### config.mk
export PLATFORM = sky130hd
export DESIGN_NAME = axi_lite_write_regfile_flat
export DESIGN_NICKNAME = d
export VERILOG_FILES = /design/src/rtl/axi_lite_write_regfile_if.sv /design/src/rtl/axi_lite_write_regfile.sv /design/src/flat_wrapper.sv
export SDC_FILE = /design/constraint.sdc
export NUM_CORES = 1
export LEC_CHECK = 0
export ABC_AREA = 0
export CAP_MARGIN = 20
export CORE_ASPECT_RATIO = 0.6
export CORE_UTILIZATION = 40
export CTS_BUF_LIST = sky130_fd_sc_hd__clkbuf_16
export DETAILED_ROUTE_END_ITERATION = 12
export DONT_BUFFER_PORTS = 1
export PLACE_DENSITY = 0.51
export RECOVER_POWER = 100
export SYNTH_ARGS = -nofsm -noshare
export SYNTH_HDL_FRONTEND = slang
export SYNTH_SLANG_ARGS = --single-unit
export TNS_END_PERCENT = 10
### constraint.sdc
create_clock -name ACLK -period 6 [get_ports ACLK]
set_input_delay 0.6 -clock ACLK [delete_from_list [all_inputs] [get_ports ACLK]]
set_output_delay 0.6 -clock ACLK [all_outputs]
set_load 0.05 [all_outputs]
### src/rtl/axi_lite_write_regfile_if.sv
// AXI4-Lite write-channel bundle (AW, W, B) shared by the register-file slave
// and whatever master drives it.
interface axi_lite_write_regfile_if #(
    parameter int ADDR_WIDTH = 12,
    parameter int DATA_WIDTH = 32
);
    logic [ADDR_WIDTH-1:0]   AWADDR;
    logic                    AWVALID;
    logic                    AWREADY;
    logic [DATA_WIDTH-1:0]   WDATA;
    logic [DATA_WIDTH/8-1:0] WSTRB;
    logic                    WVALID;
    logic                    WREADY;
    logic                    BVALID;
    logic                    BREADY;
    logic [1:0]              BRESP;

    modport slave (
        input  AWADDR, AWVALID, WDATA, WSTRB, WVALID, BREADY,
        output AWREADY, WREADY, BVALID, BRESP
    );

    modport master (
        output AWADDR, AWVALID, WDATA, WSTRB, WVALID, BREADY,
        input  AWREADY, WREADY, BVALID, BRESP
    );
endinterface

### src/rtl/axi_lite_write_regfile.sv
// AXI4-Lite write slave: accepts AW and W in either order, commits byte-strobed
// writes into a flat register file and answers OKAY or SLVERR on B.
module axi_lite_write_regfile #(
    parameter int                    DATA_WIDTH  = 32,
    parameter int                    ADDR_WIDTH  = 12,
    parameter int                    NUM_REGS    = 16,
    parameter logic [DATA_WIDTH-1:0] RESET_VALUE = '0
) (
    input  logic                           ACLK,
    input  logic                           ARSTn,
    axi_lite_write_regfile_if.slave        s_axi,
    output logic [NUM_REGS*DATA_WIDTH-1:0] reg_q,
    output logic [NUM_REGS-1:0]            wr_pulse
);

    localparam int STRB_W   = DATA_WIDTH / 8;
    localparam int OFF_BITS = $clog2(STRB_W);

    localparam logic [1:0] RESP_OKAY   = 2'b00;
    localparam logic [1:0] RESP_SLVERR = 2'b10;

    typedef enum logic [1:0] {
        ST_IDLE   = 2'd0,
        ST_HAVE_A = 2'd1,
        ST_HAVE_W = 2'd2,
        ST_RESP   = 2'd3
    } state_e;

    state_e                         state_q, state_d;
    logic                           awready_q, awready_d;
    logic                           wready_q, wready_d;
    logic                           bvalid_q, bvalid_d;
    logic [1:0]                     bresp_q, bresp_d;
    logic [NUM_REGS-1:0]            wr_pulse_q, wr_pulse_d;
    logic [NUM_REGS*DATA_WIDTH-1:0] regs_q, regs_d;
    logic [ADDR_WIDTH-1:0]          addr_q, addr_d;
    logic [DATA_WIDTH-1:0]          data_q, data_d;
    logic [STRB_W-1:0]              strb_q, strb_d;

    logic                           aw_hs_s;
    logic                           w_hs_s;
    logic                           commit_s;
    logic [ADDR_WIDTH-1:0]          c_addr_s;
    logic [DATA_WIDTH-1:0]          c_data_s;
    logic [STRB_W-1:0]              c_strb_s;
    logic [31:0]                    idx_s;
    logic                           in_range_s;

    function automatic logic [DATA_WIDTH-1:0] merge_bytes(
        input logic [DATA_WIDTH-1:0] old_word,
        input logic [DATA_WIDTH-1:0] new_word,
        input logic [STRB_W-1:0]     strb
    );
        logic [DATA_WIDTH-1:0] res;
        res = old_word;
        for (int b = 0; b < STRB_W; b++) begin
            if (strb[b]) begin
                res[8*b +: 8] = new_word[8*b +: 8];
            end else begin
                res[8*b +: 8] = old_word[8*b +: 8];
            end
        end
        return res;
    endfunction

    // Handshake tracking, commit selection, address decode and register update.
    always_comb begin
        state_d    = state_q;
        addr_d     = addr_q;
        data_d     = data_q;
        strb_d     = strb_q;
        bvalid_d   = bvalid_q;
        bresp_d    = bresp_q;
        regs_d     = regs_q;
        wr_pulse_d = '0;
        commit_s   = 1'b0;
        c_addr_s   = addr_q;
        c_data_s   = data_q;
        c_strb_s   = strb_q;
        aw_hs_s    = s_axi.AWVALID && awready_q;
        w_hs_s     = s_axi.WVALID && wready_q;

        case (state_q)
            ST_IDLE: begin
                if (aw_hs_s && w_hs_s) begin
                    state_d  = ST_RESP;
                    commit_s = 1'b1;
                    c_addr_s = s_axi.AWADDR;
                    c_data_s = s_axi.WDATA;
                    c_strb_s = s_axi.WSTRB;
                end else if (aw_hs_s) begin
                    state_d = ST_HAVE_A;
                    addr_d  = s_axi.AWADDR;
                end else if (w_hs_s) begin
                    state_d = ST_HAVE_W;
                    data_d  = s_axi.WDATA;
                    strb_d  = s_axi.WSTRB;
                end else begin
                    state_d = ST_IDLE;
                end
            end
            ST_HAVE_A: begin
                if (w_hs_s) begin
                    state_d  = ST_RESP;
                    commit_s = 1'b1;
                    c_data_s = s_axi.WDATA;
                    c_strb_s = s_axi.WSTRB;
                end else begin
                    state_d = ST_HAVE_A;
                end
            end
            ST_HAVE_W: begin
                if (aw_hs_s) begin
                    state_d  = ST_RESP;
                    commit_s = 1'b1;
                    c_addr_s = s_axi.AWADDR;
                end else begin
                    state_d = ST_HAVE_W;
                end
            end
            ST_RESP: begin
                if (s_axi.BREADY) begin
                    state_d  = ST_IDLE;
                    bvalid_d = 1'b0;
                end else begin
                    state_d = ST_RESP;
                end
            end
            default: begin
                state_d = ST_IDLE;
            end
        endcase

        // Upper address bits beyond the decoded range still count toward the index.
        idx_s      = 32'(c_addr_s >> OFF_BITS);
        in_range_s = (idx_s < 32'(NUM_REGS));

        if (commit_s) begin
            bvalid_d = 1'b1;
            bresp_d  = in_range_s ? RESP_OKAY : RESP_SLVERR;
        end else begin
            bresp_d = bresp_q;
        end

        for (int k = 0; k < NUM_REGS; k++) begin
            if (commit_s && in_range_s && (idx_s == 32'(k))) begin
                regs_d[k*DATA_WIDTH +: DATA_WIDTH] =
                    merge_bytes(regs_q[k*DATA_WIDTH +: DATA_WIDTH], c_data_s, c_strb_s);
                wr_pulse_d[k] = 1'b1;
            end else begin
                regs_d[k*DATA_WIDTH +: DATA_WIDTH] = regs_q[k*DATA_WIDTH +: DATA_WIDTH];
                wr_pulse_d[k] = 1'b0;
            end
        end

        awready_d = (state_d == ST_IDLE) || (state_d == ST_HAVE_W);
        wready_d  = (state_d == ST_IDLE) || (state_d == ST_HAVE_A);
    end

    // State, handshake outputs, latched beat and register file.
    always_ff @(posedge ACLK or negedge ARSTn) begin
        if (!ARSTn) begin
            state_q    <= ST_IDLE;
            awready_q  <= 1'b0;
            wready_q   <= 1'b0;
            bvalid_q   <= 1'b0;
            bresp_q    <= RESP_OKAY;
            wr_pulse_q <= '0;
            regs_q     <= {NUM_REGS{RESET_VALUE}};
            addr_q     <= '0;
            data_q     <= '0;
            strb_q     <= '0;
        end else begin
            state_q    <= state_d;
            awready_q  <= awready_d;
            wready_q   <= wready_d;
            bvalid_q   <= bvalid_d;
            bresp_q    <= bresp_d;
            wr_pulse_q <= wr_pulse_d;
            regs_q     <= regs_d;
            addr_q     <= addr_d;
            data_q     <= data_d;
            strb_q     <= strb_d;
        end
    end

    assign s_axi.AWREADY = awready_q;
    assign s_axi.WREADY  = wready_q;
    assign s_axi.BVALID  = bvalid_q;
    assign s_axi.BRESP   = bresp_q;
    assign reg_q         = regs_q;
    assign wr_pulse      = wr_pulse_q;

endmodule

### src/flat_wrapper.sv
// flat-port wrapper written by rule: the top's interface ports become plain ports
module axi_lite_write_regfile_flat 
#(
    parameter int                    DATA_WIDTH  = 32,
    parameter int                    ADDR_WIDTH  = 12,
    parameter int                    NUM_REGS    = 16,
    parameter logic [DATA_WIDTH-1:0] RESET_VALUE = '0
)
  (ACLK, ARSTn, reg_q, wr_pulse, s_axi_AWADDR, s_axi_AWVALID, s_axi_WDATA, s_axi_WSTRB, s_axi_WVALID, s_axi_BREADY, s_axi_AWREADY, s_axi_WREADY, s_axi_BVALID, s_axi_BRESP);
  axi_lite_write_regfile_if #(.ADDR_WIDTH(ADDR_WIDTH), .DATA_WIDTH(DATA_WIDTH)) s_axi_i ();
  input  logic ACLK;
  input  logic ARSTn;
  output logic [NUM_REGS*DATA_WIDTH-1:0] reg_q;
  output logic [NUM_REGS-1:0] wr_pulse;
  input wire logic [$bits(s_axi_i.AWADDR)-1:0] s_axi_AWADDR;
  input wire logic [$bits(s_axi_i.AWVALID)-1:0] s_axi_AWVALID;
  input wire logic [$bits(s_axi_i.WDATA)-1:0] s_axi_WDATA;
  input wire logic [$bits(s_axi_i.WSTRB)-1:0] s_axi_WSTRB;
  input wire logic [$bits(s_axi_i.WVALID)-1:0] s_axi_WVALID;
  input wire logic [$bits(s_axi_i.BREADY)-1:0] s_axi_BREADY;
  output wire logic [$bits(s_axi_i.AWREADY)-1:0] s_axi_AWREADY;
  output wire logic [$bits(s_axi_i.WREADY)-1:0] s_axi_WREADY;
  output wire logic [$bits(s_axi_i.BVALID)-1:0] s_axi_BVALID;
  output wire logic [$bits(s_axi_i.BRESP)-1:0] s_axi_BRESP;
  assign s_axi_i.AWADDR = s_axi_AWADDR;
  assign s_axi_i.AWVALID = s_axi_AWVALID;
  assign s_axi_i.WDATA = s_axi_WDATA;
  assign s_axi_i.WSTRB = s_axi_WSTRB;
  assign s_axi_i.WVALID = s_axi_WVALID;
  assign s_axi_i.BREADY = s_axi_BREADY;
  assign s_axi_AWREADY = s_axi_i.AWREADY;
  assign s_axi_WREADY = s_axi_i.WREADY;
  assign s_axi_BVALID = s_axi_i.BVALID;
  assign s_axi_BRESP = s_axi_i.BRESP;
  axi_lite_write_regfile #(.DATA_WIDTH(DATA_WIDTH), .ADDR_WIDTH(ADDR_WIDTH), .NUM_REGS(NUM_REGS), .RESET_VALUE(RESET_VALUE)) u_core (.ACLK(ACLK), .ARSTn(ARSTn), .s_axi(s_axi_i), .reg_q(reg_q), .wr_pulse(wr_pulse));
endmodule
==> Word-level counts from Yosys, hierarchy flattened <==
Cells that the tools add are included.
Widths: inputs -> output; s select.
{ "word_totals": {"ram_bits": 0, "mem_count": 0, "out_inout_bits": 533, "latch_bits": 0, "register_bits": 583, "elab_cells": 230, "mem_bits_ro": 0} }
{ "classes": {"order_cmp": 1, "n_eq_ne": 20, "div_mod_pow": 0, "bitwise": 2, "n_mul": 0, "n_mux": 40, "n_shift": 0, "n_reduce_logical": 94, "add_sub_neg": 0} }
{ "ops": {"columns": ["op", "count"], "rows": [
  ["$reduce_and 2->1", 66],
  ["$eq 10x4->1 const B", 8],
  ["$mux 32", 2],
  ["$pmux 32 s2", 1],
  ["$eq 10x3->1 const B", 4],
  ["$logic_not 32->1", 1],
  ["$mux 12", 2],
  ["$pmux 12 s2", 1],
  ["$mux 1", 23],
  ["$eq 10x2->1 const B", 2],
  ["$logic_and 1x1->1", 20],
  ["$mux 2", 6],
  ["$eq 10x1->1 const B", 1],
  ["$lt 10x5->1 const B", 1],
  ["$mux 4", 2],
  ["$pmux 2 s4", 1],
  ["$pmux 4 s2", 1],
  ["$eq 2x2->1 const B", 3],
  ["$eq 2x1->1 const B", 2],
  ["$logic_not 2->1", 2],
  ["$reduce_bool 2->1", 2],
  ["$pmux 1 s3", 1],
  ["$reduce_and 3->1", 1],
  ["$logic_or 1x1->1", 2],
  ["$not 1->1", 2]
]} }

==> Logic depth before layout (Yosys ltp) <==
Gate-level depths: netlist of run 1.
{ "depth": {"depth_word": 8, "depth_mapped": 8, "depth_no_buf": 5} }

==> Least setup slack after synthesis of run 1 <==
No wires, ideal clock.
{ "synth_path": {"path_type": "reg2reg", "startpoint": "register u_core.wready_q, in the netlist u_core.s_axi.WREADY", "endpoint": "register u_core.regs_q[402], in the netlist u_core.reg_q[402]", "required_ns": 5.875, "stages_incl_launch_ff": 7, "setup_slack_ns": 3.440, "period_less_slack_ns": 2.560, "arrival_ns": 2.435, "n_path_buf": 1, "cell_sequence": "dfrtp_1 > a21oi_1 > buf_2 > o21ai_0 > a22oi_2 > nand2_2 > mux2_2"} }
{ "synth_between": {"elab_chain_cells": 8} }
{ "synth_rtl": {"columns": ["element", "line", "text"], "rows": [
  ["from (decl)", "axi_lite_write_regfile.sv:31", "logic wready_q, wready_d;"],
  ["from (signal assigned)", "axi_lite_write_regfile.sv:176", "wready_q <= wready_d;"],
  ["$logic_and 1x1->1 (*)", "axi_lite_write_regfile.sv:81", "w_hs_s = s_axi.WVALID && wready_q;"],
  ["$logic_and 1x1->1", "axi_lite_write_regfile.sv:85", "if (aw_hs_s && w_hs_s) begin"],
  ["$mux 12", "axi_lite_write_regfile.sv:85", null],
  ["$pmux 12 s2", "axi_lite_write_regfile.sv:83", "case (state_q)"],
  ["$lt 10x5->1", "axi_lite_write_regfile.sv:136", "in_range_s = (idx_s < 32'(NUM_REGS));"],
  ["$logic_and 1x1->1 (2 in series)", "axi_lite_write_regfile.sv:146", "if (commit_s && in_range_s && (idx_s == 32'(k))) begin"],
  ["$reduce_and 2->1 (no source line)", null, null],
  ["to (signal assigned)", "axi_lite_write_regfile.sv:169", "regs_q <= {NUM_REGS{RESET_VALUE}};"],
  ["to (signal assigned)", "axi_lite_write_regfile.sv:180", "regs_q <= regs_d;"],
  ["to (decl)", "axi_lite_write_regfile.sv:35", "logic [NUM_REGS*DATA_WIDTH-1:0] regs_q, regs_d;"]
]} }
Mark *: on every way between the ends. The rest lies on a longest branch, timed or not.
A chain may end at the register's enable or synchronous reset.

==> Final worst setup path of run 1 <==
{ "layout_path": {"startpoint": "register u_core.wready_q, in the netlist u_core.s_axi.WREADY", "endpoint": "register u_core.regs_q[486], in the netlist u_core.reg_q[486]"} }
Same word-level chain as after synthesis.

==> metrics.cfg, run 1 <==
[run_status]
outcome = complete, but fails checks
violations = hold timing, capacitance limit, slew limit

[layout]
ff_latch_area_um2 = 14500
multiInputGateArea_um2 = 7680
final_nets = 1452
drive_gt1_share_pct = 43.4
fillers = 4956
synthToLayoutAreaGrowth_pct = 9.05

[floorplanning]
die_area_um2 = 58100
start_util_pct = 40.7
rows = 67
core_um2 = 56100
die_x_um = 311
pin_count = 586
die_h_um = 187

[synth]
synth_edf_count = 0
ys_types = 42
yosysWarnings = 0
synth-seq-cells = 580
synth_top_area_cell = dfrtp_1
syn_area_um2 = 22800
ys_dominant_reg_cell = dfrtp_1
ys_seq_area_share_pct = 63.5
async_flop_share_pct = 100
syn_avg_cell_area_um2 = 16.4
synthTopCellsByArea = dfrtp_1 64%, mux2_2 26%, mux2_1 3.1%
syn_inst = 1392
synth_top_area_share_pct = 63.5
syn_nets = 1445

[clock_tree]
cts_tree = done
clk_path_buf_depth = 3
clockRootBuffer = clkbuf_16
clock-sinks = 580
cts_buffers = 54
clkTransAtPathRegs_ps = 60
cts_htree_levels = 2
clk-insertion-delay-late_ps = 610

[timing]
final_hold_viol_count = 580
setup_viol = 0
final-max-slew-violation-count = 37
max_freq_mhz = 232
skew_ps = 18.5
finalCritPeriodShare_pct = 71.7
grt_setup_unrepaired = no
tns_ps = 0
worst_pin_slew_ps = 1870
hold_ws_ps = -302
min_period_ps = 4300
relSlewSlack_pct = -24.7

[power_and_ir_drop]
seqPwrFrac_pct = 48.0
leakagePower_nw = 12.6
p_sw_share_pct = 33.3
pwr-share-comb_pct = 17.2
power_mw = 9.84
p_int_mw = 6.56
ir_worst_vdd_mv = 0.355
power.density_nw_per_um2 = 395
p_switching_mw = 3.28
clkPwrFrac_pct = 34.8

[global_routing]
grt_pass1_wl_um = 92700
grt_start_max_net_pins = 581
grt_pass1_vias = 12653
grt-ovfl-total = 0
antenna_found_initial = 4
grt_usage_pct = 21.6

[placement]
globalplace.congestion = 0.773
dp_hpwl_um = 43400
port_buffers = 0

[route]
drt_iter0_markers = 493
routedWlPerCell_um = 28.6
drt_wl_total_um = 62900
drt_first_pass_iters = 6
ant_nets = 0
vias = 12014
drc = 0
viasPerCell = 5.46

[critical_path]
crit_fanout = 12
critPathLaunchType = register
cp-end-kind = register
critPathArrivalTime_ps = 4780
crit_type = register to register
worstPathRequired_ps = 6480

[flow_run]
maxCapViolCount = 1

[min_path]
hp-class = input pin to asynchronous set/reset pin

## power by group through the flow
stage	registers [mW]	clock network, mW	logic, mW
2_1_floorplan	4.71	0	1.18
3_3_place_gp	4.79	0	1.76
3_5_place_dp	4.80	0	1.80
4_1_cts	4.73	3.52	1.81
5_1_grt	4.76	3.68	1.84
6_report	4.72	3.43	1.69
## cell type report
cell class / count / area share [%]
antenna: 1 / 0.0100
clock inverter: 41 / 1.39
tap: 759 / 3.81
clock buffer: 55 / 5.53
timing repair buffer: 5 / 0.121
multi-input combinational: 756 / 30.9
inverter: 2 / 0.0301
sequential: 580 / 58.3
## metrics by stage
| step | cell area, um^2 | setup slack [ps] | cells | util [%] | hold slack [ps] |
|---|---|---|---|---|---|
| final | 24900 | 1700 | 2199 | 44.4 | -302 |
| after global routing | 24900 | 1300 | 2198 | 44.4 | -347 |
| after floorplan | 22800 | 3440 | 1392 | - | 304 |
| after global placement | 23600 | 2270 | 2101 | 42.0 | 316 |
| after detailed placement | 23600 | 2110 | 2102 | 42.0 | 318 |
| after CTS | 25300 | 2100 | 2198 | 45.1 | -340 |
## critical path: stages (launching register included)
cell and delay, ps:
dfrtp_1 670, a21oi_1 910, o211ai_1 180, a22oi_1 830
clkbuf_1 520, and2_0 640, mux2_2 400
## flip-flops by register name (all words and copies together), names as in the netlist
name                  count
u_core.s_axi.BRESP        1
u_core.wr_pulse          16
u_core.strb_q             4
u_core.s_axi.AWREADY      1
u_core.reg_q            512
u_core.s_axi.WREADY       1
u_core.addr_q            10
u_core.state_q            2
u_core.s_axi.BVALID       1
u_core.data_q            32
## layout by cell type (no fill, tap or decap), drive strengths merged, types with 2 or more instances in the layout
cell    netlist  final
mux2        590    590
dfrtp       580    580
nand2        66     66
clkbuf       37     57
inv           2     20
a22oi        20     20
clkinv        0     16
nor3         13     13
and2         12     12
o21ai        10     10
nor2          8      8
nand3         6      6
bufinv        0      6
a21o          4      4
nand4b        4      4
nor2b         4      4
buf          17      3
a21oi         3      3
nand4         3      3
nand3b        2      2
and3b         2      2
or4           2      2
o211ai        2      2
## logic make-up after synthesis
kind of cell	synth area share, %
compound gates	1.98
mux	29.2
buf+inv	1.20
simple gates	4.11
flops	63.5
other cells	0.0164
## worst paths after layout
path / startpoint / end / slack, ps / cells after the start
max in group asynchronous: ARSTn / u_core.reg_q[43]$_DFFE_PN0P_ / 5270 / 0
min in group ACLK: s_axi_WSTRB[1] / u_core.strb_q[1]$_DFFE_PN0P_ / 140 / 1
max: u_core.s_axi.WREADY$_DFF_PN0_ / u_core.reg_q[486]$_DFFE_PN0P_ / 1700 / 6
min: ARSTn / u_core.reg_q[284]$_DFFE_PN0P_ / -300 / 0
max reg2reg: u_core.s_axi.WREADY$_DFF_PN0_ / u_core.reg_q[486]$_DFFE_PN0P_ / 1700 / 6
min reg2reg: u_core.data_q[19]$_DFFE_PN0P_ / u_core.data_q[19]$_DFFE_PN0P_ / 500 / 1
## synth_stat cells (2+ instances only)
cell type / instances
a21o_1: 4
a21oi_1: 2
a22oi_2: 11
a22oi_4: 8
and2_1: 12
and3b_1: 2
buf_2: 9
buf_4: 2
buf_6: 6
clkbuf_1: 37
dfrtp_1: 580
inv_1: 2
mux2_1: 62
mux2_2: 524
mux2_4: 4
nand2_1: 9
nand2_2: 25
nand2_4: 32
nand3_1: 5
nand4b_1: 4
nor2_1: 8
nor2b_1: 4
nor3_1: 13
o21ai_0: 4
o21ai_1: 5
or4_4: 2
## routing by layer
layer  wire length, um  up-vias  share of wire (%)  GRT usage [%]
li1                  -     4999                  -              -
met1             25800     6541                 41           27.4
met2             29800      368                 47           34.2
met3              5590      102                8.9           8.17
met4              1660        4                2.6           6.53
met5                33        -              0.052              0
## what timing repair did
item	4_1_cts	5_1_grt
gates resized for setup	0	0
hold endpoints to repair	580	580
setup buffers	0	0
Power figures use the tool's default switching activity.
==> run 2: changes to the inputs <==
==> constraint.sdc (replaced) <==
create_clock -name ACLK -period 4.25 [get_ports ACLK]
set_input_delay 0.425 -clock ACLK [delete_from_list [all_inputs] [get_ports ACLK]]
set_output_delay 0.425 -clock ACLK [all_outputs]
set_load 0.05 [all_outputs]
==> run 2 against run 1 <==
  * The run ends with hold timing, slew limit left
  * First-iteration DRC count up 47%
  * Maximum frequency grew 19%
  * Critical path depth fell by 1
  * Wire length increased by 1.7%
  * Global-route usage up 0.29 points
  * Final area increased by 2.8%
  * Final cell count rose by 3.0%
  * Power grew 43%
  * Largest cell class unchanged
  * Highest routed layer is now met4
==> metrics.cfg, run 2 (synthesis results as in run 1) <==
[power_and_ir_drop]
clkPwrFrac_pct = 36.0  ; was 34.8%
seqPwrFrac_pct = 47.1  ; was 48.0%
leakagePower_nw = 13.1  ; was 12.6 nW
pwr-share-comb_pct = 16.9  ; was 17.2%
power_mw = 14.1  ; was 9.84 mW
p_switching_mw = 4.68  ; was 3.28 mW
power.density_nw_per_um2 = 550  ; was 395 nW/um^2
p_int_mw = 9.41  ; was 6.56 mW
p_sw_share_pct = 33.2  ; was 33.3%
ir_worst_vdd_mv = 0.307  ; was 0.355 mV

[layout]
post-route-util_pct = 45.6  ; was 44.4%
drive_gt1_share_pct = 41.5  ; was 43.4%
layout_common_cells = 580 x dfrtp_1, 506 x mux2_2, 84 x mux2_1  ; was 580 x dfrtp_1, 524 x mux2_2, 66 x nand2_1, 66 x mux2_1, 55 x clkbuf_16
largest_reg_flops = 512  ; unchanged
final_nets = 1510  ; was 1,452
fillers = 4951  ; was 4,956
final_common_cell = dfrtp_1  ; unchanged
design_area_um2 = 25600  ; was 24,900 um^2
synthToLayoutAreaGrowth_pct = 12.1  ; was 9.05%

[route]
drt_iter0_markers = 727  ; was 493
route.met2.wl_um = 30600  ; was 29,800 um
drt_wl_total_um = 64000  ; was 62,900 um
routedWlPerCell_um = 28.2  ; was 28.6 um
vias = 12148  ; was 12,014
met1_length_um = 26500  ; was 25,800 um
drt_first_pass_iters = 4  ; was 6
ant_nets = 0  ; unchanged
viasPerCell = 5.36  ; was 5.46
highest_layer = met4  ; was met5
wl_met3_um = 5390  ; was 5590 um
drc = 0  ; unchanged

[clock_tree]
clk_path_buf_depth = 3  ; unchanged
ctsResizeCount = 0  ; unchanged
cts_buffers = 56  ; was 54
cts_htree_levels = 2  ; unchanged
clk-insertion-delay-late_ps = 610  ; about the same
clock-sinks = 580  ; unchanged
clkTransAtPathRegs_ps = 70  ; was 60 ps
cts_tree = done  ; unchanged
ctsHoldBuffers = 47
post_cts_buffers = 0  ; unchanged
clockRootBuffer = clkbuf_16  ; unchanged

[critical_path]
worstReg2RegStart = u_core.s_axi.AWREADY$_DFF_PN0_  ; was u_core.s_axi.WREADY$_DFF_PN0_
crit_start = u_core.s_axi.AWREADY$_DFF_PN0_  ; was u_core.s_axi.WREADY$_DFF_PN0_
crit_slowest_cell = a22oi_1  ; was a21oi_1
crit_chain = a21oi_1 > o21ai_1 > a22oi_1 > and2_0 > mux2_2  ; was a21oi_1 > o211ai_1 > a22oi_1 > clkbuf_1 > and2_0 > mux2_2
r2r_cells = 5  ; was 6
critPathLaunchType = register  ; unchanged
r2r-end = u_core.reg_q[493]$_DFFE_PN0P_  ; was u_core.reg_q[486]$_DFFE_PN0P_
worstPathRequired_ps = 4740  ; was 6480 ps
crit_buf_inv = 0  ; was 1
critPathArrivalTime_ps = 4110  ; was 4780 ps
max_stage_delay_ps = 860  ; was 910 ps
r2r_slack_ps = 620  ; was 1700 ps
critPathTopFamily = compound AO/OA/AOI/OAI gates  ; unchanged
cp-end-kind = register  ; unchanged
crit_fanout = 8  ; was 12
crit_type = register to register  ; unchanged
endpoint = u_core.reg_q[493]$_DFFE_PN0P_  ; was u_core.reg_q[486]$_DFFE_PN0P_
cp.depth = 5  ; was 6

[timing]
worst_pin_slew_ps = 2710  ; was 1870 ps
final-max-slew-violation-count = 359  ; was 37
setup_viol = 0  ; unchanged
final_hold_viol_count = 334  ; was 580
skew_ps = 14.0  ; was 18.5 ps
grt_setup_unrepaired = no  ; unchanged
tns_ps = 0  ; unchanged
finalWorstSetupSlack_ps = 624  ; was 1700 ps
min_period_ps = 3630  ; was 4300 ps
finalCritPeriodShare_pct = 85.3  ; was 71.7%
hold_ws_ps = -482  ; was -302 ps
max_freq_mhz = 276  ; was 232 MHz
relSlewSlack_pct = -80.9  ; was -24.7%

[placement]
placed_area_um2 = 23600  ; about the same
dp_hpwl_um = 43600  ; was 43,400 um
dp_slack_ps = 922  ; was 2110 ps
port_buffers = 0  ; unchanged
globalplace.congestion = 0.774  ; was 0.773

[floorplanning]
core_um2 = 56100  ; unchanged
start_util_pct = 40.7  ; unchanged
die_x_um = 311  ; unchanged
die_area_um2 = 58100  ; unchanged
rows = 67  ; unchanged
die_h_um = 187  ; unchanged
pin_count = 586  ; unchanged

[global_routing]
grt_pass1_wl_um = 93900  ; was 92,700 um
antenna_found_initial = 1  ; was 4
grt_usage_pct = 21.9  ; was 21.6%
grt_pass1_vias = 12707  ; was 12,653
grt_start_max_net_pins = 581  ; unchanged
grt-ovfl-total = 0  ; unchanged

[run_status]
violations = hold timing, slew limit  ; was hold timing, capacitance limit, slew limit
outcome = complete, but fails checks  ; unchanged

[min_path]
hp-class = input pin to asynchronous set/reset pin  ; unchanged

[flow_run]
maxCapViolCount = 0  ; was 1

run 2: cell type report:
cell class | instances | area, um^2 | share of cell area, %
tap | 759 | 950 | 3.71
sequential | 580 | 14500 | 56.7
clock inverter | 48 | 415 | 1.62
antenna | 3 | 7.51 | 0.0293
timing repair buffer | 61 | 566 | 2.21
inverter | 2 | 7.51 | 0.0293
clock buffer | 57 | 1430 | 5.57
multi-input combinational | 756 | 7710 | 30.1
run 2: worst min path at each step:
stage	slack, ps	startpoint	cells past startpoint	endpoint
2_1_floorplan	130	ARSTn	0	u_core.addr_q[10]$_DFFE_PN0P_
3_3_place_gp	140	ARSTn	0	u_core.reg_q[284]$_DFFE_PN0P_
3_5_place_dp	150	ARSTn	0	u_core.reg_q[155]$_DFFE_PN0P_
4_1_cts	-530	ARSTn	0	u_core.reg_q[284]$_DFFE_PN0P_
5_1_grt	-530	ARSTn	0	u_core.reg_q[284]$_DFFE_PN0P_
6_report	-480	ARSTn	0	u_core.reg_q[155]$_DFFE_PN0P_
run 2: metal layers:
| metal | vias up | global-route usage (%) |
|---|---|---|
| met4 | 0 | 6.42 |
| met3 | 88 | 7.84 |
| met5 | - | 0 |
| met1 | 6593 | 28.0 |
| li1 | 5127 | - |
| met2 | 340 | 34.8 |
run 2: power by group through the flow:
stage	Combinational (mW)	Sequential, mW	Clock, mW
after floorplan	1.67	6.65	0
after global placement	2.53	6.73	0
after detailed placement	2.57	6.75	0
after CTS	2.62	6.65	5.20
after global routing	2.60	6.69	5.43
final	2.39	6.64	5.07
run 2: through the flow:
step	std cells	hold WS [ps]
global placement	2109	144
detailed placement	2110	146
floorplan	1392	129
finish	2266	-482
CTS	2262	-534
global route	2265	-533
==> run 3: changes to the inputs <==
--- a/config.mk
+++ b/config.mk
@@ -6,13 +6,13 @@
 export NUM_CORES = 1
 export LEC_CHECK = 0
 export ABC_AREA = 0
+export ABC_CLOCK_PERIOD_IN_PS = 4250
 export CAP_MARGIN = 20
 export CORE_ASPECT_RATIO = 0.6
 export CORE_UTILIZATION = 40
 export CTS_BUF_LIST = sky130_fd_sc_hd__clkbuf_16
 export DETAILED_ROUTE_END_ITERATION = 12
 export DONT_BUFFER_PORTS = 1
-export PLACE_DENSITY = 0.51
 export RECOVER_POWER = 100
 export SYNTH_ARGS = -nofsm -noshare
 export SYNTH_HDL_FRONTEND = slang
==> run 3 against run 2 <==
  * The flow still finishes with violations (hold timing, slew limit)
  * Non-clock buffer count fell by 3
  * Register-to-register slack got worse by 220 ps
  * Die area stayed put
  * First-iteration DRC count down 21%
  * Core utilization up 0.058 points
  * Final cell count fell by 0.44%
  * Sequential power about the same
  * Final area grew 0.13%
  * Flip-flop and latch count unchanged
  * Worst hold slack better by 6.1 ps
  * Clock-buffer cell count did not move
  * Largest power group unchanged
  * Highest routed layer unchanged
==> metrics.cfg, run 3 (synthesis results as in run 1) <==
[clock_tree]
clk_path_buf_depth = 3  ; unchanged
cts_htree_levels = 2  ; unchanged
cts_tree = done  ; unchanged
ctsHoldBuffers = 47  ; unchanged
clockRootBuffer = clkbuf_16  ; unchanged
post_cts_buffers = 0  ; unchanged
ctsResizeCount = 0  ; unchanged
clock-sinks = 580  ; unchanged
clkTransAtPathRegs_ps = 70  ; about the same
cts_buffers = 54  ; was 56
clk-insertion-delay-late_ps = 610  ; about the same

[route]
vias = 12363  ; was 12,148
ant_nets = 0  ; unchanged
drt_first_pass_iters = 5  ; was 4
viasPerCell = 5.48  ; was 5.36
drt_iter0_markers = 576  ; was 727
drt_wl_total_um = 63000  ; was 64,000 um
drc = 0  ; unchanged
routedWlPerCell_um = 27.9  ; was 28.2 um

[timing]
relSlewSlack_pct = -80.5  ; was -80.9%
tns_ps = 0  ; unchanged
hold_ws_ps = -476  ; was -482 ps
min_period_ps = 3850  ; was 3630 ps
final-max-slew-violation-count = 362  ; was 359
setup_viol = 0  ; unchanged
finalCritPeriodShare_pct = 90.5  ; was 85.3%
final_hold_viol_count = 341  ; was 334
worst_pin_slew_ps = 2710  ; about the same
grt_setup_unrepaired = no  ; unchanged
max_freq_mhz = 260  ; was 276 MHz
skew_ps = 30.3  ; was 14.0 ps

[placement]
dp_hpwl_um = 43200  ; was 43,600 um
globalplace.congestion = 0.783  ; was 0.774
port_buffers = 0  ; unchanged

[global_routing]
grt-ovfl-total = 0  ; unchanged
antenna_found_initial = 1  ; unchanged
grt_pass1_vias = 13070  ; was 12,707
grt_start_max_net_pins = 581  ; unchanged
grt_usage_pct = 21.6  ; was 21.9%
grt_pass1_wl_um = 94000  ; was 93,900 um

[run_status]
violations = hold timing, slew limit  ; unchanged
outcome = complete, but fails checks  ; unchanged

[power_and_ir_drop]
seqPwrFrac_pct = 47.7  ; was 47.1%
clkPwrFrac_pct = 34.5  ; was 36.0%
pwr-share-comb_pct = 17.7  ; was 16.9%
ir_worst_vdd_mv = 0.537  ; was 0.307 mV
p_sw_share_pct = 33.8  ; was 33.2%
leakagePower_nw = 13.2  ; was 13.1 nW
power.density_nw_per_um2 = 545  ; was 550 nW/um^2
power_mw = 14.0  ; was 14.1 mW
p_switching_mw = 4.72  ; was 4.68 mW
p_int_mw = 9.25  ; was 9.41 mW

[critical_path]
cp-end-kind = register  ; unchanged
crit_fanout = 11  ; was 8
worstPathRequired_ps = 4750  ; was 4740 ps
critPathLaunchType = register  ; unchanged
critPathArrivalTime_ps = 4340  ; was 4110 ps
crit_type = register to register  ; unchanged

[floorplanning]
die_area_um2 = 58100  ; unchanged
die_h_um = 187  ; unchanged
core_um2 = 56100  ; unchanged
rows = 67  ; unchanged
start_util_pct = 40.7  ; unchanged
pin_count = 586  ; unchanged
die_x_um = 311  ; unchanged

[layout]
layout_common_cells = 580 x dfrtp_1, 513 x mux2_2, 74 x mux2_1  ; was 580 x dfrtp_1, 506 x mux2_2, 84 x mux2_1
fillers = 4873  ; was 4,951
drive_gt1_share_pct = 43.5  ; was 41.5%
ff_latch_area_um2 = 14500  ; unchanged
largest_reg_flops = 512  ; unchanged
multiInputGateArea_um2 = 7840  ; was 7710 um^2
final_nets = 1505  ; was 1,510
final_common_cell = dfrtp_1  ; unchanged
synthToLayoutAreaGrowth_pct = 12.2  ; was 12.1%

[min_path]
hp-class = input pin to asynchronous set/reset pin  ; unchanged

[flow_run]
maxCapViolCount = 0  ; unchanged

-- run 3: through the flow --
stage	cells	setup WS [ps]	utilization, %	cell area (um^2)
floorplan	1392	1690	-	22800
global placement	2108	850	42.2	23600
detailed placement	2108	763	42.2	23600
CTS	2254	722	46.1	25900
global route	2255	295	45.7	25600
finish	2256	405	45.7	25600
-- run 3: critical path: stages (launching register included) --
cell and delay [ps]:
dfrtp_1 830, nand3b_1 470, or4_1 810, a22oi_1 690, nand2_1 500, mux2_2 410
-- run 3: metal layers --
layer | GRT usage (%) | routed length (um) | up-vias
met4 | 5.50 | 1280 | 0
met2 | 34.1 | 29600 | 375
met1 | 29.1 | 27500 | 6777
met3 | 6.67 | 4560 | 85
met5 | 0 | 0 | -
li1 | - | - | 5126
-- run 3: worst paths after layout --
| path | start | endpoint | slack, ps | cells after the start |
|---|---|---|---|---|
| setup / recovery | u_core.s_axi.AWREADY$_DFF_PN0_ | u_core.reg_q[4]$_DFFE_PN0P_ | 400 | 5 |
| hold / removal | ARSTn | u_core.data_q[28]$_DFFE_PN0P_ | -480 | 0 |
| setup reg to reg | u_core.s_axi.AWREADY$_DFF_PN0_ | u_core.reg_q[4]$_DFFE_PN0P_ | 400 | 5 |
| hold reg to reg | u_core.data_q[26]$_DFFE_PN0P_ | u_core.data_q[26]$_DFFE_PN0P_ | 500 | 1 |
| max in group asynchronous | ARSTn | u_core.wr_pulse[7]$_DFF_PN0_ | 2590 | 0 |
| min in group ACLK | s_axi_AWADDR[5] | u_core.wr_pulse[15]$_DFF_PN0_ | 240 | 3 |
-- run 3: power by group through the flow --
stage	clock network, mW	registers [mW]	logic [mW]
floorplan	0	6.65	1.67
global placement	0	6.76	2.52
detailed placement	0	6.78	2.56
CTS	4.96	6.67	2.61
global route	5.19	6.71	2.67
finish	4.82	6.67	2.48
-- run 3: final cells by class --
class / count / share of cell area [%]
sequential: 580 / 56.6
antenna: 2 / 0.0195
inverter: 2 / 0.0293
clock buffer: 57 / 5.57
clock inverter: 42 / 1.26
tap: 759 / 3.71
timing repair buffer: 58 / 2.21
multi-input combinational: 756 / 30.6
